`src/rtl/gcd_arbiter.sv`:
```
// Round-robin arbiter that shares one GCD core among NREQ requesters.
// Latency: grant to response = 3 + cycles from first WAIT cycle to core done-rise.
// Backpressure: one operation in flight; other requesters hold valid until granted.
//
// Ports:
//   clk, resetb        rising-edge clock, synchronous active-high reset
//   req_valid/req_ready per-requester handshake; req_ready is a one-hot grant
//   req_u/req_v        packed operands, requester i at [i*W +: W]
//   rsp_valid          one-hot, one-cycle result strobe to the owning requester
//   rsp_res/rsp_err    result and timeout flag, valid with rsp_valid
//   core_ld            one-cycle load pulse to the core
//   core_u/core_v      operands, held from LOAD until the next grant
//   core_res/core_done core result and level completion (rising edge counts)
//
// Optional feature: define GCD_ARB_TIMEOUT_EN to abandon a WAIT after TMO
// cycles without a done-rise, answering with rsp_err=1 and rsp_res=0.
module gcd_arbiter #(
    parameter int NREQ = 4,
    parameter int W    = 8,
    parameter int TMO  = 255
) (
    input  logic              clk,
    input  logic              resetb,
    input  logic [NREQ-1:0]   req_valid,
    input  logic [NREQ*W-1:0] req_u,
    input  logic [NREQ*W-1:0] req_v,
    output logic [NREQ-1:0]   req_ready,
    output logic [NREQ-1:0]   rsp_valid,
    output logic [W-1:0]      rsp_res,
    output logic              rsp_err,
    output logic              core_ld,
    output logic [W-1:0]      core_u,
    output logic [W-1:0]      core_v,
    input  logic [W-1:0]      core_res,
    input  logic              core_done
);
    localparam int IW = $clog2(NREQ);

    localparam logic [2:0] S_IDLE  = 3'd0;
    localparam logic [2:0] S_GRANT = 3'd1;
    localparam logic [2:0] S_LOAD  = 3'd2;
    localparam logic [2:0] S_WAIT  = 3'd3;
    localparam logic [2:0] S_RESP  = 3'd4;

    logic [2:0]    state;
    logic [IW-1:0] ptr;
    logic [IW-1:0] win;
    logic [IW-1:0] owner;
    logic          done_q;
    logic          done_rise;

    logic [IW-1:0] rr_win;
    logic          rr_any;
    logic [IW:0]   rr_sum;

    // done_q follows core_done every cycle, so a level that was already high
    // when WAIT is entered never looks like a rise.
    assign done_rise = core_done & ~done_q;

    // Search ptr+1, ptr+2, ... (mod NREQ); walking from the far end and
    // overwriting leaves the nearest active requester as the winner.
    always_comb begin
        rr_win = '0;
        rr_any = 1'b0;
        rr_sum = '0;
        for (int s = NREQ; s >= 1; s--) begin
            rr_sum = {1'b0, ptr} + (IW+1)'(s);
            if (rr_sum >= (IW+1)'(NREQ)) begin
                rr_sum = rr_sum - (IW+1)'(NREQ);
            end
            if (req_valid[rr_sum[IW-1:0]]) begin
                rr_win = rr_sum[IW-1:0];
                rr_any = 1'b1;
            end
        end
    end

`ifdef GCD_ARB_TIMEOUT_EN
    localparam int CW = $clog2(TMO + 1);

    logic [CW-1:0] tmo_cnt;
    logic          tmo_hit;

    // Counts WAIT cycles; the TMO-th WAIT cycle without a rise expires.
    assign tmo_hit = (state == S_WAIT) && (tmo_cnt == CW'(TMO - 1));

    always_ff @(posedge clk) begin
        if (resetb) begin
            tmo_cnt <= '0;
        end else if (state == S_WAIT) begin
            tmo_cnt <= tmo_cnt + CW'(1);
        end else begin
            tmo_cnt <= '0;
        end
    end
`else
    logic unused_tmo;
    assign unused_tmo = ^TMO;
    assign rsp_err    = 1'b0;
`endif

    always_ff @(posedge clk) begin
        if (resetb) begin
            state     <= S_IDLE;
            ptr       <= IW'(NREQ - 1);
            win       <= '0;
            owner     <= '0;
            done_q    <= 1'b0;
            req_ready <= '0;
            rsp_valid <= '0;
            core_ld   <= 1'b0;
            rsp_res   <= '0;
            core_u    <= '0;
            core_v    <= '0;
`ifdef GCD_ARB_TIMEOUT_EN
            rsp_err   <= 1'b0;
`endif
        end else begin
            done_q    <= core_done;
            // Pulse outputs default low; each state raises its own for one cycle.
            req_ready <= '0;
            rsp_valid <= '0;
            core_ld   <= 1'b0;
            case (state)
                S_IDLE: begin
                    if (rr_any) begin
                        win       <= rr_win;
                        req_ready <= NREQ'(1) << rr_win;
                        state     <= S_GRANT;
                    end
                end
                S_GRANT: begin
                    // Handshake completes only if the winner still holds valid;
                    // otherwise ptr is left alone so the rotation is unaffected.
                    if (req_valid[win]) begin
                        core_u  <= req_u[win*W +: W];
                        core_v  <= req_v[win*W +: W];
                        owner   <= win;
                        core_ld <= 1'b1;
                        state   <= S_LOAD;
                    end else begin
                        state   <= S_IDLE;
                    end
                end
                S_LOAD: begin
                    state <= S_WAIT;
                end
                S_WAIT: begin
                    // A done-rise takes priority over a simultaneous expiry.
                    if (done_rise) begin
                        rsp_res   <= core_res;
                        rsp_valid <= NREQ'(1) << owner;
                        state     <= S_RESP;
`ifdef GCD_ARB_TIMEOUT_EN
                        rsp_err   <= 1'b0;
                    end else if (tmo_hit) begin
                        rsp_res   <= '0;
                        rsp_err   <= 1'b1;
                        rsp_valid <= NREQ'(1) << owner;
                        state     <= S_RESP;
`endif
                    end
                end
                S_RESP: begin
                    ptr   <= owner;
                    state <= S_IDLE;
                end
                default: begin
                    state <= S_IDLE;
                end
            endcase
        end
    end
endmodule
```
`config.mk`:
```
export PLATFORM = sky130hd
export DESIGN_NAME = gcd_arbiter
export DESIGN_NICKNAME = d
export VERILOG_FILES = /design/src/rtl/gcd_arbiter.sv
export SDC_FILE = /design/constraint.sdc
export NUM_CORES = 1
export LEC_CHECK = 0
export ABC_CLOCK_PERIOD_IN_PS = 1840
export CAP_MARGIN = 20
export CORE_MARGIN = 4
export CORE_UTILIZATION = 30
export DETAILED_ROUTE_END_ITERATION = 10
export HOLD_SLACK_MARGIN = 0.03
export PLACE_DENSITY_LB_ADDON = 0.08
export SLEW_MARGIN = 15
export SYNTH_ARGS = -nofsm -noshare
export SYNTH_HDL_FRONTEND = slang
export SYNTH_SLANG_ARGS = --single-unit
```
`constraint.sdc`:
```
create_clock -name clk -period 1.84 [get_ports clk]
set_clock_uncertainty 0.2 [all_clocks]
set_input_delay 0.368 -clock clk [delete_from_list [all_inputs] [get_ports clk]]
set_output_delay 0.368 -clock clk [all_outputs]
set_load 0.05 [all_outputs]
```
# Word level (Yosys, flattened, before mapping)
# Index checks and enable logic that the tools add are counted.
# totals
in_bits,79
word_cells,80
out_inout_bits,34
ff_bits,43
# op_classes
n_eq_ne,6
bitwise_logic,7
magnitude_cmp,9
n_addsub,8
shift,4
mux,27
n_reduce_logical,8
# ops
operator,n
variable part select 32 x 6 -> 8 bit,2
two-way mux 2 bit,9
< comparator 2 x 3 -> 1 bit (second input constant),5
greater-or-equal comparator 3 bit (second input constant),4
case mux 3 bit (4 select lines),1
binary-select mux 1 bit (select 2 bit),5
two-way mux 1 bit,10
AND reduction 2 bit,4
left shift 1 x 2 -> 4 bit (first input constant),2
subtractor 2 x 1 -> 2 bit (second input constant),4
adder 2 x 2 -> 3 bit (second input constant),2
== test 3 x 2 -> 1 bit (second input constant),2
two-way mux 3 bit,2
NOT 1 bit,6
OR reduction 3 bit,2
!= test 2 bit (second input constant),2
adder 2 x 1 -> 3 bit (second input constant),1
adder 2 x 3 -> 3 bit (second input constant),1
== test 3 x 1 -> 1 bit (second input constant),1
== test 3 bit (second input constant),1
zero test 3 bit,1
OR reduction 2 bit,1
bitwise AND 1 bit,1

# Longest topological paths before layout
# Gate-level depths: netlist (run 1).
# logic_depth
depth_word,11
mapped_depth,5
ltp_nobuf,4

# Worst setup path before layout (run 1)
# Ideal clock, no wire load.
# synth_timing
kind,flip-flop to flip-flop
from,register win[0]
to,register core_u[2]
setup_ns,0.128
stages_incl_launch_ff,6
path_slack_ns,0.141
t_required_ns,1.512
period_less_slack_ns,1.699
path_buffers,2
arrival_ns,1.372
path_cell_list,dfxtp_1 -> buf_6 -> buf_6 -> mux4_1 -> mux2i_1 -> nor2_1
# synth_via
elab_chain_len,3
elab_cells_between_ends,4
classes_between,shift: 1; mux: 2; reduce/logical: 1
# synth_lines
element,line_no,text
from (decl),47,logic [IW-1:0] win;
from (signal assigned),127,win <= rr_win;
branches (longest 3 deep; another with variable part select 32 x 6 -> 8 bit),-,
to (signal assigned),136,core_u <= req_u[win*W +: W];
to (decl),32,"output logic [W-1:0] core_u,"
# Several ways; the timed one is not identified. The select of a mux whose other input is x is not followed.
# A chain may end at the register's enable or synchronous reset.

# Worst setup path in the final report (run 1)
# layout_timing
from,register win[0]
to,register core_v[2]
# layout_via
elab_chain_len,3
elab_cells_between_ends,4
classes_between,shift: 1; mux: 2; reduce/logical: 1
# layout_lines
element,line_no,text
branches (longest 3 deep; another with variable part select 32 x 6 -> 8 bit),-,
to (signal assigned),137,core_v <= req_v[win*W +: W];
to (decl),33,"output logic [W-1:0] core_v,"
# Several ways; the timed one is not identified. The select of a mux whose other input is x is not followed.

==> impl_metrics.json, run 1 <==
{
  "grt_pass1_wl_um": 9230,
  "postRouteWirelength_um": 5720,
  "hold_path_startpoint": "core_v[3]$_SDFFE_PP0P_",
  "async_flop_share_pct": 0,
  "path_class": "flip-flop to flip-flop",
  "synth.lib_cells_used.distinct": 35,
  "yosys.area_share.xor_xnor_pct": 0,
  "crit_path_top_delay_cell": "sky130_fd_sc_hd__mux4_2",
  "initial_utilization_pct": 31.6,
  "route.detailed.vias_per_inst": 4.82,
  "drv.max_cap_violation_count": 0,
  "count_of_pins_over_their_slew_limit": 0,
  "port-buffer-count": 111,
  "initial_antenna_violation_count": 0,
  "routed-wl-met2_um": 2820,
  "worst-endpoint-arrival_ps": 1700,
  "max-vdd-ir-drop_uv": 322,
  "synth_seq_area_share_pct": 42.0,
  "ant_nets": 0,
  "synth_top_family_by_area": "multiplexers",
  "via_count": 1852,
  "tritoncts.num_buffers": 5,
  "power_leakage_nw": 1.60,
  "mostFrequentLayoutCells": "sky130_fd_sc_hd__clkdlybuf4s50_1 (74), sky130_fd_sc_hd__buf_4 (50), sky130_fd_sc_hd__dfxtp_1 (42)",
  "n_antenna_cell": 0,
  "critical_path.startpoint": "win[0]$_SDFFE_PP0P_",
  "cts_tree": "built",
  "h-tree-depth": 2,
  "io-pin-count": 113,
  "wl_met3_um": 450,
  "final_core_area_utilization_pct": 53.9,
  "post_synth_mux_area_share_pct": 33.4,
  "worstPathCellList": "mux4_2, nand2_4, clkbuf_16, mux2i_1, nor2_1",
  "global_route.usage.total_pct": 13.9,
  "layout.cell_area.non_filler_mm2": 0.00350,
  "remaining_drc_errors": 0,
  "critical_path.reg2reg.startpoint": "win[0]$_SDFFE_PP0P_",
  "wire_per_inst_um": 14.9,
  "critical_path_peak_fanout": 5,
  "slowest_delay_ps": 530,
  "finalHoldViolCount": 0,
  "placement.cell_area_mm2": 0.00332,
  "post_route_cells_drive_above_1_share_pct": 27.0,
  "synth.ff_latch_count": 43,
  "cts_setup_buffers": 0,
  "synth_simple_gate_area_share_pct": 14.9,
  "std_cell_rows": 29,
  "dp.cells": 375,
  "setup_viol": 0,
  "placer_congestion_estimate": 0.772,
  "power_per_cell_area_mw_per_mm2": 714,
  "required_ps": 1820,
  "synth_area_mm2": 0.00205,
  "fin_nets": 385,
  "syn-instance-count": 176,
  "mappedNetlistNets": 255,
  "globalRoute.totalOverflow": 0,
  "die_y_um": 90.7,
  "yosysWarningCount": 0,
  "synth-compound-area-share_pct": 5.37,
  "synthToLayoutAreaGrowth_pct": 70.5,
  "route.top_layer_used": "met4",
  "die_w_um": 90.7,
  "maxClockFrequency_ghz": 0.582,
  "final_min_period_over_clock_period_pct": 93.4,
  "syn_area_per_cell_um2": 11.7,
  "critPathTopFamily": "multiplexers",
  "routedLengthMet1_um": 2400,
  "number_of_synthesized_flops_with_an_enable_pin": 0,
  "placeableCoreArea_mm2": 0.00649,
  "adder_cell_share_of_the_synthesized_area_pct": 0,
  "grt_setup_unrepaired": "no",
  "detail_route.iter0.violations": 48,
  "bufs_and_invs_on_worst_path": 1,
  "hold_path.class": "flip-flop to flip-flop",
  "max-clock-path-buffers": 2,
  "status": "finished clean",
  "die_area_mm2": 0.00823,
  "drt_first_pass_iters": 4,
  "critPathLaunchType": "flip-flop",
  "min_clock_period_post_route_ps": 1720,
  "clkTransAtPathRegs_ps": 80,
  "number_of_buffers_added_to_fix_hold_violations_after_cts": 0,
  "latest_clock_arrival_within_the_worst_skew_pair_ps": 290,
  "mostFrequentLayoutCell": "sky130_fd_sc_hd__clkdlybuf4s50_1",
  "synth_top_flop_cell": "sky130_fd_sc_hd__dfxtp_1",
  "end_kind": "flip-flop",
  "grt_max_degree": 28,
  "number_of_global_route_vias_before_repair": 1912,
  "power.total_w": 0.00250,
  "post_layout_nonfiller_instances": 384,
  "dp_hpwl_um": 4500,
  "numClockSinks": 43,
  "clock_tree.root_cell": "sky130_fd_sc_hd__clkbuf_8"
}
[tightest hold or removal path, stage by stage (launching register included)]
cell                      delay, ps
sky130_fd_sc_hd__dfxtp_1        330
sky130_fd_sc_hd__mux2i_1         70
sky130_fd_sc_hd__nor2_1          70
[registers in the layout, summed over array words and instances (netlist names)]
signal	flops
owner	2
core_ld	1
core_u	8
core_v	8
state	3
rsp_res	8
win	2
done_q	1
ptr	2
req_ready	4
rsp_valid	4
[Yosys cell counts, types with 3 or more instances]
library cell | n | area, um^2
sky130_fd_sc_hd__mux2i_1 | 25 | 250
sky130_fd_sc_hd__and3_1 | 3 | 18.8
sky130_fd_sc_hd__nand2b_1 | 3 | 18.8
sky130_fd_sc_hd__clkbuf_1 | 4 | 15.0
sky130_fd_sc_hd__buf_6 | 4 | 45.0
sky130_fd_sc_hd__nor2_1 | 37 | 139
sky130_fd_sc_hd__mux4_1 | 8 | 210
sky130_fd_sc_hd__buf_2 | 3 | 15.0
sky130_fd_sc_hd__nand2_1 | 3 | 11.3
sky130_fd_sc_hd__dfxtp_1 | 43 | 861
sky130_fd_sc_hd__mux4_2 | 9 | 203
[cell type report]
type / count / area [um^2]
Multi-Input combinational cell: 120 / 1130
Sequential cell: 43 / 862
Inverter: 1 / 3.75
Timing Repair Buffer: 135 / 1290
Clock buffer: 6 / 82.6
Clock inverter: 2 / 35.0
Tap cell: 77 / 96.3
Fill cell: 608 / 3000
[final timing paths]
| kind | end | slack (ps) | cells past startpoint |
|---|---|---|---|
| max | core_v[2]$_SDFFE_PP0P_ | 120 | 5 |
| min | core_v[3]$_SDFFE_PP0P_ | 300 | 2 |
| max reg2reg | core_v[2]$_SDFFE_PP0P_ | 120 | 5 |
| min reg2reg | core_v[3]$_SDFFE_PP0P_ | 300 | 2 |
[through the flow]
stage	setup TNS, ps	hold slack [ps]	setup WS (ps)
6_report	0	299	121
5_1_grt	0	335	39.5
4_1_cts	0	308	8.75
3_5_place_dp	-6980	288	-311
3_3_place_gp	-6090	277	-273
2_1_floorplan	0	266	141
[what timing repair did]
action / CTS / global route
setup endpoints to repair: 1 / 20
pin swaps: 0 / 3
resized for setup: 1 / 11
gates cloned: 0 / 1
[routing by layer]
layer,vias to the layer above,track usage [%]
met5,-,0
met4,0,4.21
met3,5,5.00
met2,58,23.4
met1,882,16.5
li1,907,-
[power breakdown]
group	switching, W	internal, W
clock	0.000314	0.000439
sequential	0.0000267	0.000977
combinational	0.000327	0.000414
total	0.000668	0.00183
[cells by family after synthesis]
logic type      count (synthesis)
simple gates                   60
mux                            44
flops                          43
compound gates                 15
buf+inv                        13
other cells                     1
Power figures use the tool's default switching activity.
==> run 2, diff against run 1 <==
--- a/config.mk
+++ b/config.mk
@@ -7,8 +7,11 @@
 export LEC_CHECK = 0
 export ABC_CLOCK_PERIOD_IN_PS = 1840
 export CAP_MARGIN = 20
+export CELL_PAD_IN_SITES_DETAIL_PLACEMENT = 2
+export CELL_PAD_IN_SITES_GLOBAL_PLACEMENT = 2
 export CORE_MARGIN = 4
-export CORE_UTILIZATION = 30
+export CORE_UTILIZATION = 22
+export CTS_CLUSTER_DIAMETER = 40
 export DETAILED_ROUTE_END_ITERATION = 10
 export HOLD_SLACK_MARGIN = 0.03
 export PLACE_DENSITY_LB_ADDON = 0.08
==> run 2 against run 1 <==
Net effect:
- sequential share of layout area is 0.25 points higher
- sequential power barely moved
- highest routed layer unchanged
- final area shrank 0.72%
- register-to-register slack lost 50 ps
- die area rose by 33%
==> impl_metrics.json, run 2 (synthesis gave the netlist of run 1 again) <==
{
  "p_sw_w": 0.000697,
  "fin_nets": 382,
  "grt_pass1_wl_um": 10800,
  "p_comb_share_pct": 32.1,
  "setup_viol": 0,
  "initial_antenna_violation_count": 0,
  "postRouteWirelength_um": 6740,
  "multiInputGateArea_mm2": 0.00112,
  "final_min_period_over_clock_period_pct": 96.4,
  "top_regs": "core_u x8, core_v x8, rsp_res x8",
  "max-vdd-ir-drop_uv": 307,
  "register_area_um2": 865,
  "dp_hpwl_um": 5400,
  "critPathLaunchType": "flip-flop",
  "n_antenna_cell": 0,
  "tritoncts.num_buffers": 5,
  "latest_clock_arrival_within_the_worst_skew_pair_ps": 290,
  "drv.max_cap_violation_count": 0,
  "max-clock-path-buffers": 2,
  "finalHoldViolCount": 0,
  "worstHoldEndpoint": "core_v[6]$_SDFFE_PP0P_",
  "number_of_global_route_vias_before_repair": 2096,
  "end_kind": "flip-flop",
  "die_y_um": 105,
  "power_per_cell_area_mw_per_mm2": 678,
  "global_route.usage.total_pct": 12.3,
  "final_core_area_utilization_pct": 39.1,
  "mostFrequentLayoutCells": "sky130_fd_sc_hd__clkdlybuf4s50_1 (74), sky130_fd_sc_hd__buf_4 (48), sky130_fd_sc_hd__dfxtp_1 (42)",
  "h-tree-depth": 2,
  "timing.hold.ws_ps": 306,
  "synthToLayoutAreaGrowth_pct": 69.3,
  "swShare_pct": 29.6,
  "grt_max_degree": 26,
  "slowest_delay_ps": 530,
  "worst-endpoint-arrival_ps": 1770,
  "clkTransAtPathRegs_ps": 90,
  "post_route_cells_drive_above_1_share_pct": 25.0,
  "initial_utilization_pct": 23.1,
  "die_w_um": 105,
  "hold_crit_depth": 2,
  "wire_per_inst_um": 16.4,
  "final.fill_count": 937,
  "required_ps": 1840,
  "power_report.internal_total_w": 0.00166,
  "post_layout_nonfiller_instances": 412,
  "hold_path.class": "flip-flop to flip-flop",
  "clock_power_share_pct": 25.2,
  "power.sequential.fraction_pct": 42.7,
  "cts_tree": "built",
  "placeableCoreArea_mm2": 0.00889,
  "worstPathCellList": "mux4_2, nand2_4, buf_12, mux2i_4, nor2_1",
  "path_class": "flip-flop to flip-flop",
  "setup.reg_to_reg.worst_slack_ps": 70,
  "maxClockFrequency_ghz": 0.564,
  "hold_path_startpoint": "core_v[6]$_SDFFE_PP0P_",
  "route.detailed.vias_per_inst": 4.52,
  "dp.cells": 402,
  "numClockSinks": 43,
  "count_of_pins_over_their_slew_limit": 0,
  "critical_path_peak_fanout": 9,
  "power_leakage_nw": 1.53,
  "remaining_drc_errors": 0,
  "placer_congestion_estimate": 0.759,
  "crit_path_top_delay_cell": "sky130_fd_sc_hd__mux4_2",
  "critical_path.reg2reg.startpoint": "win[0]$_SDFFE_PP0P_",
  "globalRoute.totalOverflow": 0,
  "status": "finished clean",
  "power.total_w": 0.00236,
  "std_cell_rows": 34,
  "r2r_end": "core_u[3]$_SDFFE_PP0P_",
  "die_area_mm2": 0.0109,
  "grt_setup_unrepaired": "yes",
  "ant_nets": 0,
  "detail_route.iter0.violations": 39,
  "drt_first_pass_iters": 4,
  "port-buffer-count": 111,
  "via_count": 1864,
  "reg2regPathDepth": 5,
  "clock_tree.root_cell": "sky130_fd_sc_hd__clkbuf_8",
  "min_clock_period_post_route_ps": 1770,
  "io-pin-count": 113,
  "mostFrequentLayoutCell": "sky130_fd_sc_hd__clkdlybuf4s50_1"
}
## run 2: power groups by stage
stage	registers, W	logic, W	clock network [W]
6_report	0.00101	0.000756	0.000595
5_1_grt	0.00101	0.000812	0.000675
4_1_cts	0.00101	0.000765	0.000631
3_5_place_dp	0.00103	0.000744	0
3_3_place_gp	0.00103	0.000732	0
2_1_floorplan	0.00115	0.000279	0
## run 2: how the worst max path moves through the flow
stage,slack (ps),end,startpoint
floorplan,140,core_u[2]$_SDFFE_PP0P_,win[0]$_SDFFE_PP0P_
global placement,-360,core_v[2]$_SDFFE_PP0P_,req_valid[3]
finish,70,core_u[3]$_SDFFE_PP0P_,win[0]$_SDFFE_PP0P_
global route,-20,core_u[1]$_SDFFE_PP0P_,win[0]$_SDFFE_PP0P_
CTS,0.3,core_v[3]$_SDFFE_PP0P_,win[0]$_SDFFE_PP0P_
detailed placement,-430,core_u[3]$_SDFFE_PP0P_,req_valid[3]
## run 2: per-layer routing
| layer | part of all wire, % | global-route usage (%) | routed length [um] |
|---|---|---|---|
| met1 | 40 | 14.3 | 2720 |
| met2 | 50 | 21.1 | 3360 |
| met3 | 8.6 | 5.36 | 580 |
| met4 | 1.1 | 2.81 | 73 |
| met5 | 0 | 0 | 0 |
## run 2: through the flow
stage	setup slack (ps)	area, um^2	TNS (ps)
5_1_grt	-16.6	3470	-55.0
3_5_place_dp	-426	3340	-9440
6_report	67.0	3470	0
3_3_place_gp	-357	3340	-8470
4_1_cts	0.276	3460	0
2_1_floorplan	141	2050	0
## run 2: what timing repair did
item,4_1_cts,5_1_grt
gates resized for setup,6,4
pin swaps,1,2
cloned,1,0
endpoints found under the hold margin,0,0
endpoints found under the setup margin,17,5
setup buffers,0,1
hold buffers,0,0
## run 2: critical path: cells and delay by family, from the launching register on
family                 cells  cell delay, ps
buffers and inverters      1             150
DFF                        1             370
and+or+nand+nor            2             200
muxes                      2             750
## run 2: final cells by class
type	count	share of cell area (%)
Timing Repair Buffer	132	36.4
Multi-Input combinational cell	120	32.3
Sequential cell	43	24.9
Tap cell	108	3.89
Clock buffer	6	2.09
Clock inverter	2	0.360
Inverter	1	0.108
